`src/rtl/imem_pkg.sv`:
```
// Shared defaults and loader state encoding for the instruction-memory loader.
// IMEM_LOADER_CHECKSUM_EN adds the CHECK state used by the trailing-checksum feature.
package imem_pkg;

    localparam int AW_DEF    = 6;
    localparam int DEPTH_DEF = 64;

`ifdef IMEM_LOADER_CHECKSUM_EN
    typedef enum logic [2:0] {ST_LEN, ST_DATA, ST_CHECK, ST_DONE, ST_ERROR} loader_state_e;
`else
    typedef enum logic [2:0] {ST_LEN, ST_DATA, ST_DONE, ST_ERROR} loader_state_e;
`endif

endpackage

```
`src/rtl/imem_loader_byte_packer.sv`:
```
// Little-endian byte-to-word assembler: first byte lands in bits [7:0], and a
// one-cycle word_vld pulse follows the cycle that accepted the fourth byte.
module byte_packer (
    input  logic        clk,
    input  logic        reset,
    input  logic        clear,
    input  logic        byte_vld,
    input  logic [7:0]  byte_in,
    output logic [1:0]  byte_cnt,
    output logic [31:0] word_out,
    output logic        word_vld
);

    logic [1:0]  cnt_q, cnt_d;
    logic [23:0] part_q, part_d;
    logic [31:0] word_q, word_d;
    logic        vld_q, vld_d;

    always_comb begin
        cnt_d  = cnt_q;
        part_d = part_q;
        word_d = word_q;
        vld_d  = 1'b0;
        if (clear) begin
            cnt_d  = 2'd0;
            part_d = '0;
        end else if (byte_vld) begin
            cnt_d = cnt_q + 2'd1;
            case (cnt_q)
                2'd0:    part_d[7:0]   = byte_in;
                2'd1:    part_d[15:8]  = byte_in;
                2'd2:    part_d[23:16] = byte_in;
                default: begin
                    word_d = {byte_in, part_q};
                    vld_d  = 1'b1;
                end
            endcase
        end
    end

    always_ff @(posedge clk) begin
        if (reset) begin
            cnt_q  <= 2'd0;
            part_q <= '0;
            word_q <= '0;
            vld_q  <= 1'b0;
        end else begin
            cnt_q  <= cnt_d;
            part_q <= part_d;
            word_q <= word_d;
            vld_q  <= vld_d;
        end
    end

    assign byte_cnt = cnt_q;
    assign word_out = word_q;
    assign word_vld = vld_q;

endmodule

```
`src/rtl/imem_loader.sv`:
```
// Streams a length byte plus 4N data bytes into instruction memory, then releases the CPU.
// Define IMEM_LOADER_CHECKSUM_EN to require a trailing XOR checksum byte before release.
module imem_loader
    import imem_pkg::*;
#(
    parameter int AW    = AW_DEF,
    parameter int DEPTH = DEPTH_DEF
) (
    input  logic          clk,
    input  logic          reset,
    input  logic          start,
    input  logic          in_valid,
    input  logic [7:0]    in_data,
    output logic          in_ready,
    input  logic [AW-1:0] pc_a,
    output logic [AW-1:0] imem_a,
    output logic          imem_we,
    output logic [31:0]   imem_wd,
    output logic          cpu_run,
    output logic          load_err,
    output logic [AW:0]   words_loaded
);

    localparam logic [AW:0] DEPTH_N = (AW+1)'(DEPTH);
    localparam logic [AW:0] W_ONE   = (AW+1)'(1);

    loader_state_e state_q, state_d;
    logic [AW:0]   words_q, words_d;
    logic [AW:0]   n_q, n_d;
    logic          last_q, last_d;
    logic          accept, pk_vld, pk_done;
    logic [1:0]    pk_cnt;
    logic [31:0]   pk_word;
    logic [AW:0]   len_n;

    assign accept = in_valid && in_ready;
    assign pk_vld = accept && (state_q == ST_DATA);
    assign len_n  = in_data[AW:0];

    byte_packer u_packer (
        .clk      (clk),
        .reset    (reset),
        .clear    (start),
        .byte_vld (pk_vld),
        .byte_in  (in_data),
        .byte_cnt (pk_cnt),
        .word_out (pk_word),
        .word_vld (pk_done)
    );

`ifdef IMEM_LOADER_CHECKSUM_EN
    logic [7:0] csum_q, csum_d;

    always_comb begin
        csum_d = csum_q;
        if (start)
            csum_d = '0;
        else if (pk_vld)
            csum_d = csum_q ^ in_data;
    end

    always_ff @(posedge clk) begin
        if (reset) csum_q <= '0;
        else       csum_q <= csum_d;
    end
`endif

    always_ff @(posedge clk) begin
        if (reset) state_q <= ST_LEN;
        else       state_q <= state_d;
    end

    always_comb begin
        state_d = state_q;
        case (state_q)
            ST_LEN:  if (accept) state_d = ST_DATA;
`ifdef IMEM_LOADER_CHECKSUM_EN
            ST_DATA: if (pk_done && last_q) state_d = ST_CHECK;
            ST_CHECK: if (accept) state_d = (in_data == csum_q) ? ST_DONE : ST_ERROR;
`else
            ST_DATA: if (pk_done && last_q) state_d = ST_DONE;
`endif
            default: state_d = state_q;
        endcase
        if (start) state_d = ST_LEN;
    end

    // last_q marks that the final word's bytes are all in; input stalls until its write lands
    always_comb begin
        words_d = pk_done ? words_q + W_ONE : words_q;
        n_d     = n_q;
        last_d  = last_q;
        if (state_q == ST_LEN && accept)
            n_d = (len_n == '0 || len_n > DEPTH_N) ? DEPTH_N : len_n;
        if (pk_vld && pk_cnt == 2'd3 && (words_q + W_ONE) == n_q)
            last_d = 1'b1;
        else if (pk_done && last_q)
            last_d = 1'b0;
        if (start) begin
            words_d = '0;
            last_d  = 1'b0;
        end
    end

    always_ff @(posedge clk) begin
        if (reset) begin
            words_q <= '0;
            n_q     <= '0;
            last_q  <= 1'b0;
        end else begin
            words_q <= words_d;
            n_q     <= n_d;
            last_q  <= last_d;
        end
    end

    always_comb begin
        in_ready = 1'b0;
        case (state_q)
            ST_LEN:   in_ready = 1'b1;
            ST_DATA:  in_ready = !last_q;
`ifdef IMEM_LOADER_CHECKSUM_EN
            ST_CHECK: in_ready = 1'b1;
`endif
            default:  in_ready = 1'b0;
        endcase
        if (start || reset) in_ready = 1'b0;
        cpu_run = (state_q == ST_DONE);
`ifdef IMEM_LOADER_CHECKSUM_EN
        load_err = (state_q == ST_ERROR);
`else
        load_err = 1'b0;
`endif
        imem_a = cpu_run ? pc_a : words_q[AW-1:0];
    end

    assign imem_we      = pk_done;
    assign imem_wd      = pk_word;
    assign words_loaded = words_q;

endmodule

```
`config.mk`:
```
export PLATFORM = sky130hd
export DESIGN_NAME = imem_loader
export DESIGN_NICKNAME = d
export VERILOG_FILES = /design/src/rtl/imem_pkg.sv /design/src/rtl/imem_loader_byte_packer.sv /design/src/rtl/imem_loader.sv
export SDC_FILE = /design/constraint.sdc
export NUM_CORES = 1
export LEC_CHECK = 0
export CORE_AREA = 2 2 148 78
export DETAILED_ROUTE_END_ITERATION = 16
export DIE_AREA = 0 0 150 80
export SYNTH_ARGS = -nofsm -noshare
export SYNTH_HDL_FRONTEND = slang
export SYNTH_SLANG_ARGS = --single-unit
```
`constraint.sdc`:
```
create_clock -name clk -period 1.85 [get_ports clk]
set_clock_uncertainty 0.2 [all_clocks]
set_input_delay 0.2775 -clock clk [delete_from_list [all_inputs] [get_ports clk]]
set_output_delay 0.2775 -clock clk [all_outputs]
set_load 0.05 [all_outputs]
```
==> impl_metrics.toml, run 1 <==
[pwr]
p_leak_nw = 1.90
p_per_area_nw_per_um2 = 756
power_frac_clock_pct = 47.0
internal_power_mw = 2.66
power.switching_mw = 0.770
p_comb_share_pct = 5.1
irDropWorstVdd_uv = 423
p_sw_share_pct = 22.5
p_total_mw = 3.43
pwr-share-seq_pct = 47.9

[global_routing]
grt.total_usage_pct = 14.9
grt_pass1_wl_mm = 13.6
first_global_vias = 2552
antenna_found_initial = 0
grt_start_max_net_pins = 40
overflow = 0

[route]
ant_nets = 0
route.detailed.drc = 0
drt-total-wl_mm = 8.62
via_per_inst = 4.62
wl_per_cell_microns = 14.7
dr.pass1.iters = 4
drt-initial-drc-count = 129
vias = 2714

[run_status]
status = "finished with violations"
violations = "setup timing"

[finish]
syn2layout_area_growth_pct = 45.1
stdcell_count = 587
drive_gt1_share_pct = 29.4
finalInstanceArea_sq_um = 4540
fin_nets = 461
antennaDiodeCount = 0

[floorplan]
start_util_pct = 29.3
ios = 67
rows = 27
die_area_sq_um = 12000
die_h_microns = 80
core_area_sq_um = 10700
die_w_microns = 150

[yosys]
synth_ff_type = "dfxtp_1"
ys_seq_area_share_pct = 48.7
yosysTopAreaCell = "dfxtp_1"
ys_ff_latch = 76
post-synth-top-area-fraction_pct = 48.7
yosysWarnings = 0
syn_area_sq_um = 3130
async_flop_share_pct = 0
avgSynthCellArea_sq_um = 8.88
ys_types = 39
synthCells = 352
synth_edf_count = 0
syn_nets = 376
synthTopCellsByArea = "dfxtp_1 49%, nand2_1 9.1%, mux2i_1 8.0%, a21oi_1 6.6%, nor2_1 4.2%"

[setup_path]
setup.worst_path.end_class = "output pin"
cp_max_fo = 7
cp_common_cell = "buf_8"
crit_required_ns = 1.37
cp_top_family = "flip-flops"
crit_arrival_ns = 1.42
path_buf_inv = 2
crit_type = "register to output pin"
cpPeakStageDelay_ns = 0.33
slowest_stage = "dfxtp_2"
crit_path_cell_trace = "nor2b_4 -> buf_8 -> mux2_4 -> buf_8"
critPathLaunchType = "register"

[placed_design]
io_buffers = 65
routabilityCongestion = 0.775
place_hpwl_mm = 6.26
place_ws_ns = -0.387
placed_area_sq_um = 4110
dp.cells = 568

[clocking]
insertion_delay_ns = 0.33
cts.sinks = 76
clkSlewWorstSetupHoldPaths_ns = 0.06
clock_path_buffers = 2
cts_buffers = 9
cts-root-buf = "clkbuf_16"
htree_levels = 3
cts_tree = "yes"

[sta]
max_freq_mhz = 527
rsz0062_at_grt = "yes"
period_minus_slack_ns = 1.90
final.period_utilization_pct = 103
tns_ns = -0.276
setup_ws_ns = -0.0477
report.final.slew_viol_count = 0
tightest_slew_ns = 0.558
finalHoldViolations = 0
maxSlewHeadroom_pct = 62.8
finalSetupViolCount = 7

[run]
maxCapViolCount = 0

[hold_path]
hold_path_class = "register to register"
[per-stage QoR]
step                      hold slack [ns]  utilization [%]
after floorplan                     0.214                -
after global placement              0.235             38.5
after detailed placement            0.247             38.5
after CTS                           0.255             41.8
after global routing                0.274             42.5
final                               0.256             42.5
[placed cells by master (no fill, tap or decap), types with 6 or more instances in the layout]
cell,netlist,final
clkbuf_16,0,9
mux2_4,0,6
clkdlybuf4s50_1,0,15
xor2_1,9,9
buf_12,0,10
a21oi_1,41,38
nand3b_1,8,8
dfxtp_1,76,69
nor2_1,35,35
mux2i_1,25,25
buf_4,4,63
nand2_1,76,76
xnor2_1,6,6
[layer usage]
layer	share of wire [%]	global-route usage, %
met4	0.27	1.89
met3	7.6	6.06
met1	53	22.6
met2	39	19.9
met5	0	0
[path summary, 6_finish.rpt]
kind | slack (ns) | endpoint | startpoint | depth (start not counted)
min | 0.26 | u_packer.word_out[8] | u_packer.part_q[8] | 2
min reg2reg | 0.26 | u_packer.word_out[8] | u_packer.part_q[8] | 2
max reg2reg | -0.02 | last_q | words_loaded[0] | 5
max | -0.05 | imem_a[4] | state_q[1] | 4
[state kept, by name, indices dropped and copies added (netlist names)]
register / cells
u_packer.part_q: 24
state_q: 2
u_packer.byte_cnt: 2
u_packer.word_out: 32
words_loaded: 7
last_q: 1
u_packer.word_vld: 1
n_q: 7
[kinds of logic after synthesis]
family | Yosys count | synth area share, %
DFF | 76 | 48.7
muxes | 31 | 10.2
and+or+nand+nor | 145 | 21.6
adders and majority gates | 6 | 2.40
xor gates and xnor gates | 15 | 4.20
buffers and inverters | 28 | 3.88
other | 1 | 0.120
AOI/OAI and AO/OA | 50 | 8.92
[area by class of cell]
type,instances,area [sq um]
clock buffers,10,239
clock inverters,6,37.5
inverters,4,17.5
repair buffers,98,946
multi-input cells,248,1580
fillers,1034,6140
flip-flops and latches,76,1540
well taps,145,181
[power groups by stage]
stage | clock [mW] | combinational (mW) | sequential (mW)
after floorplan | 0 | 0.0692 | 1.68
after global placement | 0 | 0.165 | 1.68
after detailed placement | 0 | 0.167 | 1.68
after CTS | 1.65 | 0.173 | 1.64
after global routing | 1.74 | 0.188 | 1.64
final | 1.61 | 0.175 | 1.64
[worst reg2reg max path, delay by kind of cell (launching register included)]
family          cells  cell delay, ns
flops               1            0.35
fa+ha+maj           1            0.18
compound gates      4            1.08
[cell usage after synthesis (4+ instances only)]
cell and n:
dfxtp_1 76, nand2_1 76, a21oi_1 41, nor2_1 35, mux2i_1 25, clkbuf_1 18, xor2_1 9, nand3b_1 8
ha_1 6, mux2_2 6, xnor2_1 6, buf_4 4, nand4_1 4
[timing repair]
item	4_1_cts	5_1_grt
endpoints found under the setup margin	9	16
setup buffers	3	0
pin swaps	0	1
hold buffers	0	0
resized for setup	17	19
Power figures use the tool's default switching activity.
==> run 2, diff against run 1 <==
- CORE_AREA: 2 2 148 78 -> 2 2 121 64
- DIE_AREA: 0 0 150 80 -> 0 0 123 66
- PLACE_DENSITY: not set -> 0.74
- SETUP_SLACK_MARGIN: not set -> 0.4
==> impl_metrics.toml, run 2 (synthesized netlist as in run 1, its figures left out) <==
[floorplan]
core_area_sq_um = 7100
ios = 67
start_util_pct = 44.0
die_h_microns = 66
rows = 22
die_area_sq_um = 8120
die_w_microns = 123

[run_status]
status = "finished with violations"
violations = "setup timing"

[clocking]
insertion_delay_ns = 0.34
htree_levels = 3
cts.sinks = 76
cts_buffers = 9
clock_path_buffers = 2
cts-root-buf = "clkbuf_16"
clkSlewWorstSetupHoldPaths_ns = 0.05
cts_tree = "yes"

[setup_path]
slowest_stage = "dfxtp_4"
cpPeakStageDelay_ns = 0.34
crit_type = "register to output pin"
cp_max_fo = 6
crit_path_cell_trace = "nor2b_4 -> buf_12 -> mux2_4 -> buf_8"
r2r_slack_ns = -0.03
critPathLaunchType = "register"
crit_arrival_ns = 1.46
r2r-end = "u_packer.word_out[0]"
r2r-start = "state_q[1]"
setup.worst_path.end_class = "output pin"
crit_required_ns = 1.37
r2r.worst_path.cells = 11

[finish]
seqCellArea_sq_um = 1550
finalInstanceArea_sq_um = 5250
largest_reg_flops = 32
multi_input_area_sq_um = 1820
fin_nets = 490
syn2layout_area_growth_pct = 67.7
drive_gt1_share_pct = 44.4
antennaDiodeCount = 0
postLayoutCoreUtil_pct = 73.9
final.fill_count = 454
mostFrequentLayoutCells = "66 x dfxtp_1, 54 x buf_4, 52 x nand2_1"
stdcell_count = 567
final_common_cell = "dfxtp_1"

[sta]
max_freq_mhz = 517
tightest_slew_ns = 0.513
maxSlewHeadroom_pct = 65.7
setup_ws_ns = -0.0832
period_minus_slack_ns = 1.93
tns_ns = -0.458
rsz0062_at_grt = "yes"
hold_ws_ns = 0.140
final.period_utilization_pct = 104
report.final.slew_viol_count = 0
finalSetupViolCount = 10
finalHoldViolations = 0

[run]
maxCapViolCount = 0

[global_routing]
grt.total_usage_pct = 25.9
antenna_found_initial = 0
grt_start_max_net_pins = 35
first_global_vias = 2856
met1_usage_pct = 37.4
met3_usage_pct = 7.93
grt_pass1_wl_mm = 15.4
grt_busiest_layer = "met1"
grtUsageMet2_pct = 36.5
overflow = 0

[pwr]
p_total_mw = 3.59
p_sw_share_pct = 22.7
irDropWorstVdd_uv = 450
pwr-share-seq_pct = 45.6
p_comb_share_pct = 6.4
p_per_area_nw_per_um2 = 684
p_leak_nw = 2.20
power.switching_mw = 0.813
power_frac_clock_pct = 48.0
internal_power_mw = 2.78

[placed_design]
place_ws_ns = -0.332
placed_area_sq_um = 4090
io_buffers = 65
place_hpwl_mm = 5.68
routabilityCongestion = 0.788
dp.cells = 517

[route]
ant_nets = 0
vias = 3138
wl_per_cell_microns = 19.2
route.detailed.drc = 0
dr.pass1.iters = 5
drt-total-wl_mm = 10.9
via_per_inst = 5.53
drt-initial-drc-count = 265

[hold_path]
hold_path_class = "input port to register"
holdPathStages = 3
holdCritStartpoint = "reset"
holdPathEnd = "u_packer.word_out[6]"
run 2: cell count changes in the layout (fill, tap and decap cells not counted), moves of 3 or more:
| cell | delta |
|---|---|
| nand2_2 | +18 |
| dfxtp_4 | +5 |
| dfxtp_1 | -3 |
| buf_12 | +4 |
| buf_16 | +5 |
| buf_6 | +27 |
| nand2_1 | -24 |
| buf_4 | -9 |
| a21oi_2 | +18 |
| nand2_4 | +6 |
| clkdlybuf4s50_1 | -4 |
| nand3_4 | +3 |
| a21oi_1 | -18 |
| nand3_2 | -3 |
run 2: worst max-delay path: cells and delay by family, from the launching register on:
family	cells	cell delay [ns]
mux	1	0.32
simple gates	1	0.16
buf+inv	2	0.29
flops	1	0.34
run 2: how the worst max path moves through the flow:
stage,depth (start not counted),slack [ns],to,start
finish,4,-0.08,imem_a[0],state_q[1]
global route,4,-0.11,imem_a[0],state_q[1]
CTS,4,-0.06,imem_a[0],state_q[1]
detailed placement,7,-0.33,u_packer.part_q[22],reset
global placement,6,-0.32,n_q[6],start
floorplan,5,0.04,last_q,words_loaded[0]
run 2: timing repair:
item	CTS	global route
hold endpoints to repair	0	0
pin swaps	17	17
setup buffers	17	11
cloned	6	0
setup endpoints to repair	87	83
hold buffers	0	0
resized for setup	73	64
run 2: power by group through the flow:
stage	Clock [mW]	Combinational [mW]	Sequential (mW)
after floorplan	0	0.0806	1.68
after global placement	0	0.174	1.68
after detailed placement	0	0.176	1.68
after CTS	1.72	0.204	1.64
after global routing	1.80	0.238	1.64
final	1.72	0.230	1.64
run 2: final cells by class:
type	count	share of cell area, %
Clock buffer	11	4.44
Multi-Input combinational cell	248	34.7
Timing Repair Buffer	127	27.6
Inverter	4	0.382
Sequential cell	76	29.6
Clock inverter	5	1.00
Tap cell	96	2.29
run 2: layer usage:
layer | wire length, microns | vias to the layer above
met5 | 0 | -
met4 | 202 | 0
met3 | 914 | 34
met2 | 4810 | 164
met1 | 4930 | 1534
li1 | - | 1406
==> run 3, diff against run 2 <==
- CTS_CLUSTER_SIZE: not set -> 20
- MAX_ROUTING_LAYER: not set -> met4
==> impl_metrics.toml, run 3 (synthesized netlist as in run 1, its figures left out) <==
[placed_design]
io_buffers = 65
place_hpwl_mm = 5.68
dp.cells = 517
routabilityCongestion = 0.799

[floorplan]
rows = 22
core_area_sq_um = 7100
die_h_microns = 66
ios = 67
start_util_pct = 44.0
die_w_microns = 123
die_area_sq_um = 8120

[clocking]
clkSlewWorstSetupHoldPaths_ns = 0.05
cts.sinks = 76
holdBufCountCts = 0
cts-root-buf = "clkbuf_16"
clock_path_buffers = 2
cts_tree = "yes"
insertion_delay_ns = 0.34
cts_buffers = 9
htree_levels = 3

[route]
wl_per_cell_microns = 18.9
drt-total-wl_mm = 10.8
vias = 3029
drt-initial-drc-count = 203
via_per_inst = 5.33
dr.pass1.iters = 4
route.detailed.drc = 0
ant_nets = 0

[finish]
stdcell_count = 568
final.fill_count = 456
largest_reg_flops = 32
syn2layout_area_growth_pct = 68.1
fin_nets = 491
final_common_cell = "dfxtp_1"
mostFrequentLayoutCells = "66 x dfxtp_1, 55 x buf_4, 52 x nand2_1"
antennaDiodeCount = 0
drive_gt1_share_pct = 44.5
postLayoutCoreUtil_pct = 74.0

[pwr]
internal_power_mw = 2.78
power_frac_clock_pct = 47.9
p_leak_nw = 2.20
p_comb_share_pct = 6.4
pwr-share-seq_pct = 45.7
power.switching_mw = 0.808
p_sw_share_pct = 22.6
irDropWorstVdd_uv = 452
p_per_area_nw_per_um2 = 682

[global_routing]
grt.total_usage_pct = 26.5
grt_start_max_net_pins = 35
overflow = 0
first_global_vias = 2846
antenna_found_initial = 0
grt_pass1_wl_mm = 15.4

[hold_path]
holdPathStages = 3
holdCritStartpoint = "reset"
hold_path_class = "input port to register"

[sta]
setup_ws_ns = -0.0744
max_freq_mhz = 520
final.period_utilization_pct = 104
finalSetupViolCount = 10
report.final.slew_viol_count = 0
tns_ns = -0.439
finalHoldViolations = 0
period_minus_slack_ns = 1.92
rsz0062_at_grt = "yes"
hold_ws_ns = 0.141

[setup_path]
crit_type = "register to output pin"
crit_arrival_ns = 1.45
crit_required_ns = 1.37
r2r.worst_path.cells = 11
r2r-end = "u_packer.word_out[0]"
crit_path_start = "state_q[1]"
r2r-start = "state_q[1]"
cp_max_fo = 6
crit_end = "imem_a[0]"
r2r_slack_ns = -0.04
setup.worst_path.end_class = "output pin"
critPathLaunchType = "register"

[run_status]
violations = "setup timing"
status = "finished with violations"

[run]
maxCapViolCount = 0
==> run 3: cell count changes in the layout (fill, tap and decap cells not counted) <==
cell,previous run,this run
buf_4,54,55
nand2_2,18,17
nand2_4,6,7
==> run 3: power by group through the flow <==
| stage | Combinational [mW] | Sequential (mW) | Clock [mW] |
|---|---|---|---|
| CTS | 0.204 | 1.64 | 1.72 |
| finish | 0.230 | 1.64 | 1.72 |
| floorplan | 0.0806 | 1.68 | 0 |
| detailed placement | 0.176 | 1.68 | 0 |
| global placement | 0.174 | 1.68 | 0 |
| global route | 0.240 | 1.64 | 1.81 |
==> run 3: layer usage <==
layer  part of all wire, %  track usage [%]
met1                    44             37.6
met2                    45             36.5
met3                   8.9             8.19
met4                   1.3             6.68
met5                     0                -
==> run 3: final cells by class <==
| class | count | area, sq um | share of cell area, % |
|---|---|---|---|
| inverters | 4 | 20.0 | 0.381 |
| multi-input cells | 248 | 1830 | 34.7 |
| well taps | 96 | 120 | 2.28 |
| clock buffers | 11 | 233 | 4.43 |
| clock inverters | 5 | 52.6 | 1.00 |
| repair buffers | 128 | 1450 | 27.6 |
| flip-flops and latches | 76 | 1550 | 29.6 |
==> run 3: repair_timing <==
item,in CTS,in global routing
pin swaps,17,17
endpoints found under the setup margin,87,83
gates cloned,6,0
gates resized for setup,73,65
buffers inserted,17,12
==> run 3: critical path, cell delays in order (launching register included) <==
cell and delay (ns):
dfxtp_4 0.34, nor2b_4 0.16, buf_12 0.14, mux2_4 0.32, buf_8 0.15
==> run 3: through the flow <==
| step | area [sq um] | power, mW | worst slack, ns |
|---|---|---|---|
| 3_3_place_gp | 4090 | 1.85 | -0.317 |
| 5_1_grt | 5260 | 3.68 | -0.115 |
| 4_1_cts | 4940 | 3.56 | -0.0634 |
| 2_1_floorplan | 3310 | 1.76 | 0.0364 |
| 6_report | 5260 | 3.59 | -0.0744 |
| 3_5_place_dp | 4090 | 1.85 | -0.332 |
==> run 3: how the worst min path moves through the flow <==
stage	end	slack, ns
3_3_place_gp	u_packer.word_out[0]	0.24
3_5_place_dp	u_packer.word_out[18]	0.25
2_1_floorplan	u_packer.word_out[24]	0.21
5_1_grt	u_packer.word_out[9]	0.14
4_1_cts	u_packer.word_out[10]	0.12
6_report	u_packer.word_out[6]	0.14
